**config.mk**
```make
export PLATFORM = sky130hd
export DESIGN_NAME = csr_unit
export DESIGN_NICKNAME = d
export VERILOG_FILES = /design/src/rtl/csr_pkg.sv /design/src/rtl/csr_counter64.sv /design/src/rtl/csr_unit.sv
export SDC_FILE = /design/constraint.sdc
export NUM_CORES = 1
export LEC_CHECK = 0
export BUFFER_PORTS_ARGS = -buffer_cell sky130_fd_sc_hd__buf_2
export CORE_ASPECT_RATIO = 1.2
export CORE_MARGIN = 4
export CORE_UTILIZATION = 40
export DETAILED_ROUTE_END_ITERATION = 8
export PLACE_DENSITY = 0.59
export RECOVER_POWER = 25
export SLEW_MARGIN = 20
export SYNTH_ARGS = -nofsm -noshare
export SYNTH_HDL_FRONTEND = slang
export SYNTH_SLANG_ARGS = --single-unit
export TNS_END_PERCENT = 5
```
**constraint.sdc**
```tcl
create_clock -name clk -period 3 [get_ports clk]
set_input_delay 0.3 -clock clk [delete_from_list [all_inputs] [get_ports clk]]
set_output_delay 0.3 -clock clk [all_outputs]
set_load 0.02 [all_outputs]
```
**src/rtl/csr_pkg.sv**
```systemverilog
// CSR address map, funct3 encodings and small helpers shared by the CSR execute stage.
package csr_pkg;

    // Read/write machine-mode CSR owned by this stage
    localparam logic [11:0] CSR_TOHOST   = 12'h51E;

    // Read-only user counters (low/high halves)
    localparam logic [11:0] CSR_CYCLE    = 12'hC00;
    localparam logic [11:0] CSR_CYCLEH   = 12'hC80;
    localparam logic [11:0] CSR_TIME     = 12'hC01;
    localparam logic [11:0] CSR_TIMEH    = 12'hC81;
    localparam logic [11:0] CSR_INSTRET  = 12'hC02;
    localparam logic [11:0] CSR_INSTRETH = 12'hC82;

    // funct3 (Inst[14:12]) encodings of the Zicsr instructions
    localparam logic [2:0] F3_CSRRW  = 3'b001;
    localparam logic [2:0] F3_CSRRS  = 3'b010;
    localparam logic [2:0] F3_CSRRC  = 3'b011;
    localparam logic [2:0] F3_CSRRWI = 3'b101;
    localparam logic [2:0] F3_CSRRSI = 3'b110;
    localparam logic [2:0] F3_CSRRCI = 3'b111;

    // funct3[1:0] selects the operation; funct3[2] selects the immediate source
    typedef enum logic [1:0] {
        OP_NONE = 2'b00,
        OP_RW   = 2'b01,
        OP_RS   = 2'b10,
        OP_RC   = 2'b11
    } csr_op_e;

    // Addresses with [11:10] == 2'b11 are architecturally read-only
    function automatic logic csr_is_ro(input logic [11:0] addr);
        return addr[11:10] == 2'b11;
    endfunction

endpackage

```
**src/rtl/csr_counter64.sv**
```systemverilog
// Free-running wide counter with synchronous active-low clear and increment enable.
// The full-width add makes a low-half wrap carry into the high half on the same edge.
module csr_counter64 #(
    parameter int          W    = 64,
    parameter logic [W-1:0] INIT = '0
) (
    input  logic          clk,
    input  logic          rst_n,
    input  logic          inc,
    output logic [31:0]   lo,
    output logic [W-33:0] hi
);

    logic [W-1:0] cnt;

    // Clear to INIT on reset, otherwise count up (wrapping) when enabled
    always_ff @(posedge clk) begin
        if (!rst_n) begin
            cnt <= INIT;
        end else if (inc) begin
            cnt <= cnt + W'(1);
        end
    end

    assign lo = cnt[31:0];
    assign hi = cnt[W-1:32];

endmodule

```
**src/rtl/csr_unit.sv**
```systemverilog
// CSR execute stage: performs CSRRW/S/C[I], owns tohost and the cycle/instret counters.
// Handshake: an op is accepted on an edge when valid & csr_en & ~stall and funct3 names a
// CSR op; there is no other backpressure. Results (rd_data, csr_illegal, tohost_wr) appear
// registered one cycle after acceptance. stall freezes rd_data/csr_illegal and blocks writes.
module csr_unit
    import csr_pkg::*;
#(
    parameter logic [31:0] TOHOST_RST = 32'h0,
    parameter int          CNT_W      = 64
) (
    input  logic        clk,
    input  logic        rst_n,
    input  logic        stall,
    input  logic        valid,
    input  logic        csr_en,
    input  logic [2:0]  funct3,
    input  logic [11:0] csr_addr,
    input  logic [4:0]  rs1_idx,
    input  logic [31:0] rs1_data,
    input  logic [31:0] imm,
    input  logic        retire,
    output logic [31:0] rd_data,
    output logic        csr_illegal,
    output logic [31:0] tohost,
    output logic        tohost_wr
);

    logic [31:0]       cyc_lo;
    logic [CNT_W-33:0] cyc_hi;
    logic [31:0]       ir_lo;
    logic [CNT_W-33:0] ir_hi;

    csr_op_e     op;
    logic        issue;
    logic [31:0] src;
    logic [31:0] old_val;
    logic [31:0] new_val;
    logic        mapped;
    logic        wen;
    logic        illegal;
    logic        tohost_we;

    csr_counter64 #(.W(CNT_W)) u_cycle (
        .clk   (clk),
        .rst_n (rst_n),
        .inc   (1'b1),
        .lo    (cyc_lo),
        .hi    (cyc_hi)
    );

    csr_counter64 #(.W(CNT_W)) u_instret (
        .clk   (clk),
        .rst_n (rst_n),
        .inc   (retire),
        .lo    (ir_lo),
        .hi    (ir_hi)
    );

    // Decode, address map read (pre-write value) and new-value computation
    always_comb begin
        op      = csr_op_e'(funct3[1:0]);
        issue   = valid & csr_en & ~stall & (op != OP_NONE);
        src     = funct3[2] ? imm : rs1_data;

        mapped  = 1'b1;
        old_val = '0;
        case (csr_addr)
            CSR_TOHOST:              old_val = tohost;
            CSR_CYCLE,   CSR_TIME:   old_val = cyc_lo;
            CSR_CYCLEH,  CSR_TIMEH:  old_val = 32'(cyc_hi);
            CSR_INSTRET:             old_val = ir_lo;
            CSR_INSTRETH:            old_val = 32'(ir_hi);
            default:                 mapped  = 1'b0;
        endcase

        // Set/clear with a zero source (x0 or zimm==0) is a pure read
        wen     = 1'b0;
        new_val = old_val;
        case (op)
            OP_RW: begin
                wen     = 1'b1;
                new_val = src;
            end
            OP_RS: begin
                wen     = funct3[2] ? (imm[4:0] != 5'd0) : (rs1_idx != 5'd0);
                new_val = old_val | src;
            end
            OP_RC: begin
                wen     = funct3[2] ? (imm[4:0] != 5'd0) : (rs1_idx != 5'd0);
                new_val = old_val & ~src;
            end
            default: begin
                wen     = 1'b0;
                new_val = old_val;
            end
        endcase

        illegal   = ~mapped | (csr_is_ro(csr_addr) & wen);
        tohost_we = issue & ~illegal & wen & (csr_addr == CSR_TOHOST);
    end

    // Registered results and tohost state; stall holds the result registers
    always_ff @(posedge clk) begin
        if (!rst_n) begin
            rd_data     <= '0;
            csr_illegal <= 1'b0;
            tohost      <= TOHOST_RST;
            tohost_wr   <= 1'b0;
        end else if (issue) begin
            rd_data     <= old_val;
            csr_illegal <= illegal;
            tohost_wr   <= tohost_we;
            if (tohost_we) begin
                tohost <= new_val;
            end
        end else begin
            tohost_wr <= 1'b0;
            if (!stall) begin
                rd_data     <= '0;
                csr_illegal <= 1'b0;
            end
        end
    end

endmodule

```
=== Word-level counts from Yosys, hierarchy flattened ===
Cells that the tools add are included.

* Reduce and logical (&&, ||, !) cells: 9
* Equal/unequal tests: 12
* Add/subtract/negate cells: 2
* Bitwise operators: 14
* Muxes and demuxes: 10

{| class="wikitable"
|+ Operator list
! kind !! count
|-
| case mux 32 bit (5 select lines) || 1
|-
| adder 64 x 1 -> 64 bit, second input constant || 2
|-
| 2-to-1 mux 32 bit || 3
|-
| case mux 32 bit (3 select lines) || 1
|-
| equality test 12 bit, second input constant || 6
|-
| AND 32 bit || 1
|-
| NOT 32 bit || 1
|-
| bitwise OR 32 bit || 1
|-
| equality test 12 x 11 -> 1 bit, second input constant || 1
|-
| nonzero test 5 bit || 2
|-
| AND 1 bit || 7
|-
| OR reduction 7 bit || 1
|-
| equality test 2 bit, second input constant || 3
|-
| OR reduction 2 bit || 3
|-
| 2-to-1 mux 1 bit || 4
|-
| AND reduction 2 bit || 2
|-
| NOT 1 bit || 3
|-
| equality test 2 x 1 -> 1 bit, second input constant || 1
|-
| != test 2 x 1 -> 1 bit, second input constant || 1
|-
| case mux 1 bit (2 select lines) || 1
|-
| nonzero test 2 bit || 1
|-
| bitwise OR 1 bit || 1
|}

* Output and inout bits: 66
* Register bits after elaboration: 194
* Input bits: 90
* Logic and storage cells: 53

=== Depth between registers and ports, before layout ===
* Depth in word-level cells: 10
* Depth in mapped cells: 9
* Gate-level depth less buffers: 6

=== Modules after synthesis ===
A second synthesis with hierarchy kept.

* Cells, all modules: 1304
* Area total of the unflattened synthesis: 10854.2 µm²

{| class="wikitable"
|+ Modules (own cells, without submodules)
! module !! times used !! cells each !! area each (µm²) !! sequential area each (µm²)
|-
| csr_counter64 || 2 || 357 || 3129.3 || 1281.2
|-
| csr_unit || 1 || 590 || 4595.7 || 1321.3
|}

=== Worst setup path before layout ===
Ideal clock, no wire load.

* Kind: input to register
* Start point: input port csr_addr[5]
* End point: register tohost[0]
* Setup time: 121 ps
* Data arrival time: 2097 ps
* Data required time: 2879 ps
* Stages on the path: 8
* Slack: 782 ps
* Path buffers: 3
* Cell sequence: or4b_1 clkbuf_1 nor3_2 o211a_1 buf_4 buf_4 mux2i_1 nand2_1

* Cells in the longest elaborated chain, start to end: 10
* Elaborated cells on any way between the ends: 22
* Classes of those cells: eq/ne (7); mux (3); bitwise (8); reduce/logical (4)

{| class="wikitable"
|+ RTL lines
! what !! RTL line !! text
|-
| from (decl) || csr_unit.sv:17 || <nowiki>input logic [11:0] csr_addr,</nowiki>
|-
| equality test 12 x 11 -> 1 bit / equality test 12 bit (equally long branches) || csr_unit.sv:67, csr_unit.sv:99 ||
|-
| OR reduction 7 bit (no source line) || - ||
|-
| 2-to-1 mux 1 bit || csr_unit.sv:67 || <nowiki>case (csr_addr)</nowiki>
|-
| NOT 1 bit || csr_unit.sv:98 || <nowiki>illegal = ~mapped | (csr_is_ro(csr_addr) & wen);</nowiki>
|-
| bitwise OR 1 bit || csr_unit.sv:98 ||
|-
| NOT 1 bit || csr_unit.sv:99 || <nowiki>tohost_we = issue & ~illegal & wen & (csr_addr == CSR_TOHOST);</nowiki>
|-
| AND 1 bit (3 in series) || csr_unit.sv:99 ||
|-
| AND reduction 2 bit (no source line) || - ||
|-
| to (signal assigned) || csr_unit.sv:114 || <nowiki>tohost <= new_val;</nowiki>
|-
| to (decl) || csr_unit.sv:24 || <nowiki>output logic [31:0] tohost,</nowiki>
|}

Several ways; a longest one is shown, not always the timed one.
A chain may end at the register's enable or synchronous reset.

=== Worst setup path after layout ===
* Start point: input port rst_n
* End point: register u_instret.cnt[3]

{| class="wikitable"
|+ RTL lines
! what !! RTL line !! text
|-
| from (decl) || csr_unit.sv:12 || <nowiki>input logic rst_n,</nowiki>
|-
| to (signal assigned) || csr_counter64.sv:21 || <nowiki>cnt <= cnt + W'(1);</nowiki>
|-
| to (decl) || csr_counter64.sv:14 || <nowiki>logic [W-1:0] cnt;</nowiki>
|}

No word-level cell between the ends.

==> summary.txt <==
Global routing
  • Largest net degree at the start of global routing: 92
  • Overall routing resource usage: 23.9%
  • Number of global-route vias before repair: 10.0k
  • Initial antenna violation count: 0
  • Wire length of the first global-routing pass: 57,800 µm
  • GRT Residual Overflow: 0

Worst setup path
  • Worst Setup End Kind: flip-flop
  • Critical path's largest stage delay: 1.67 ns
  • Type of the worst setup path: input port to flip-flop
  • Worst setup SP type: input port
  • CP bufs+invs: 3
  • Critical path's slowest cell: inv_1
  • CP Data Required Time: 3.31 ns
  • Critical path peak fanout: 62
  • Family with the most delay on the worst path: buffers and inverters
  • Crit path DAT: 2.94 ns
  • Critical path cell sequence: buf_4 -> inv_1 -> clkbuf_2 -> nor2_1

Yosys
  • Async SR Flop Fraction: 0%
  • EDFF count, synth: 0
  • Avg Cell Area, Syn: 8.06 µm²
  • Seq cells post-synth: 194
  • Distinct cells, synth: 61
  • Mapped cell area: 10,900 µm²
  • Cells after Synth: 1,354
  • Synth Flop Type: dfxtp_1
  • Count of warnings emitted by yosys: 0
  • Syn Nets: 1,446
  • Sequential element share of the synthesized area: 35.6%

CTS
  • CTS tree: yes
  • Post-cts sizing count: 0
  • Clk_lat worst skew: 0.45 ns
  • H-tree depth: 4
  • Number of clock sinks: 194
  • Root buf cell: clkbuf_16
  • Clk slew on worst S/H paths: 0.08 ns
  • Clock tree buffer depth: 2
  • Hold-fix buffers, CTS: 0
  • Post CTS Setup Buffer Count: 0
  • CTS Buf Count: 17

Routing
  • Final antenna-violating net count: 0
  • WL/cell: 20.5 µm
  • DRC viols: 0
  • Total routed wirelength: 37,000 µm
  • DR vias/cell: 5.87
  • Total number of vias: 10.6k
  • Drt first-iter violations: 861
  • Drt first pass iters: 5

Floorplan
  • Die Footprint: 30,000 µm²
  • Die X: 159 µm
  • CORE AREA: 26,600 µm²
  • Height of the die: 189 µm
  • Num ports: 156
  • Row count: 65
  • Starting Density: 41.0%

Placed design
  • DP Worst Slack: 0.400 ns
  • Last weighted congestion value of the routability-driven placer: 0.906
  • I/O Buffers: 155
  • Post-DP HPWL: 27,600 µm

Power
  • VDD IR max: 0.000279 V
  • PD cells: 422 nW/µm²
  • Leak: 4.41 nW

STA
  • Hold Slack: 0.191 ns
  • Fin worst setup slack: 0.370 ns
  • Final Hold Fails: 0
  • Worst-margin pin slew: 2.38 ns
  • FMAX: 380 MHz
  • RSZ-0062 raised after global routing: no
  • Max_slew headroom: -58.8%
  • Pins Over Slew Limit: 154
  • Tcrit/Tclk final: 87.7%
  • Fin crit period: 2.63 ns
  • Clk_skew: 0.0116 ns
  • Total negative setup slack: 0 ns
  • Setup Viol. Count Final: 0

Flow run
  • Max cap viols: 2

Final layout
  • Most common cell after layout, fill and taps aside: dfxtp_1
  • Most frequent cells in the layout: dfxtp_1, nand2_1, nor2_1, buf_2, mux2i_1
  • Share of layout cells above drive strength 1: 13.4%
  • Fin nets: 1,551
  • Layout area overhead: 14.6%
  • ANT cells: 0
  • Final core utilization: 47.0%

Worst hold path
  • HP Class: input port to flip-flop

Run status
  • Outcome: finished with violations
  • Violated checks: capacitance limit, slew limit
-- routing by layer --
metal  GRT usage [%]  vias up  wire (µm)
li1                -     5159          -
met1            31.1     5065      16400
met2            39.0      330      17100
met3            5.18       60       2250
met4            9.52        0       1280
met5               0        -          0
-- metrics by stage --
| stage | total power [mW] | cells | area [µm²] |
|---|---|---|---|
| floorplan | 2.87 | 1354 | 10900 |
| global placement | 3.02 | 1775 | 12000 |
| detailed placement | 3.02 | 1775 | 12000 |
| CTS | 5.32 | 1807 | 12600 |
| global route | 5.46 | 1807 | 12500 |
| finish | 5.28 | 1807 | 12500 |
-- cell type report --
cell class | instances | area [µm²]
clock buffers | 18 | 439
fillers | 2683 | 14100
repair buffers | 184 | 962
well taps | 335 | 419
multi-input cells | 1026 | 6520
clock inverters | 14 | 143
flip-flops and latches | 194 | 3880
inverters | 36 | 135
-- cell usage after synthesis (all sizes together) (4+ instances only) --
library cell / count / share of area [%]
o21ai: 72 / 3.3
nand2b: 15 / 0.86
o21bai: 4 / 0.28
a221o: 7 / 0.64
o22ai: 8 / 0.46
a22o: 36 / 2.9
nor3: 49 / 2.3
mux2: 15 / 1.5
or3: 12 / 0.69
o2111ai: 9 / 0.72
nor4: 30 / 1.7
a2bb2oi: 4 / 0.32
nand2: 162 / 5.6
and4: 18 / 1.5
nand3: 62 / 3.0
xor2: 15 / 1.2
nor2: 101 / 3.5
o31ai: 33 / 2.3
dfxtp: 194 / 36
nand3b: 22 / 1.5
mux2i: 75 / 6.9
or4: 39 / 2.8
or2: 5 / 0.29
and3: 17 / 0.98
a21oi: 47 / 2.2
inv: 36 / 1.2
xnor2: 55 / 4.4
a221oi: 14 / 1.1
nand4: 36 / 2.1
clkbuf: 74 / 2.5
and2: 34 / 2.0
buf: 24 / 1.2
-- power breakdown --
part / total [mW] / switching (mW) / internal (mW)
Clock: 2.32 / 1.12 / 1.20
Combinational: 0.371 / 0.234 / 0.137
Sequential: 2.59 / 0.00963 / 2.58
-- tightest hold or removal path: cells and delay by family --
| family | cells | cell delay (ns) |
|---|---|---|
| simple gates | 1 | 0.07 |
| mux | 1 | 0.08 |
| buf+inv | 1 | 0.15 |
-- registers in the layout, summed over array words and instances (netlist names) --
signal         count
csr_illegal        1
rd_data           32
tohost            32
tohost_wr          1
u_cycle.cnt       64
u_instret.cnt     64
-- worst paths after layout --
kind,from,to,slack (ns),cells past startpoint
hold / removal,retire,u_instret.cnt[1],0.19,3
setup reg to reg,u_instret.cnt[14],u_instret.cnt[48],0.53,5
hold reg to reg,csr_illegal,csr_illegal,0.46,2
setup / recovery,rst_n,u_instret.cnt[3],0.37,4
-- cell families (layout without fill, tap and decap cells) --
logic type / after synthesis / after routing / share of synthesized area, %
buffers and inverters: 134 / 252 / 4.94
adder cells (fa/ha/maj): 2 / 2 / 0.229
multiplexers: 90 / 90 / 8.43
AND/OR/NAND/NOR: 611 / 611 / 29.5
XOR/XNOR: 70 / 70 / 5.62
AO/OA/AOI/OAI: 253 / 253 / 15.7
flip-flops: 194 / 194 / 35.6
(Power assumes the default switching activity.)
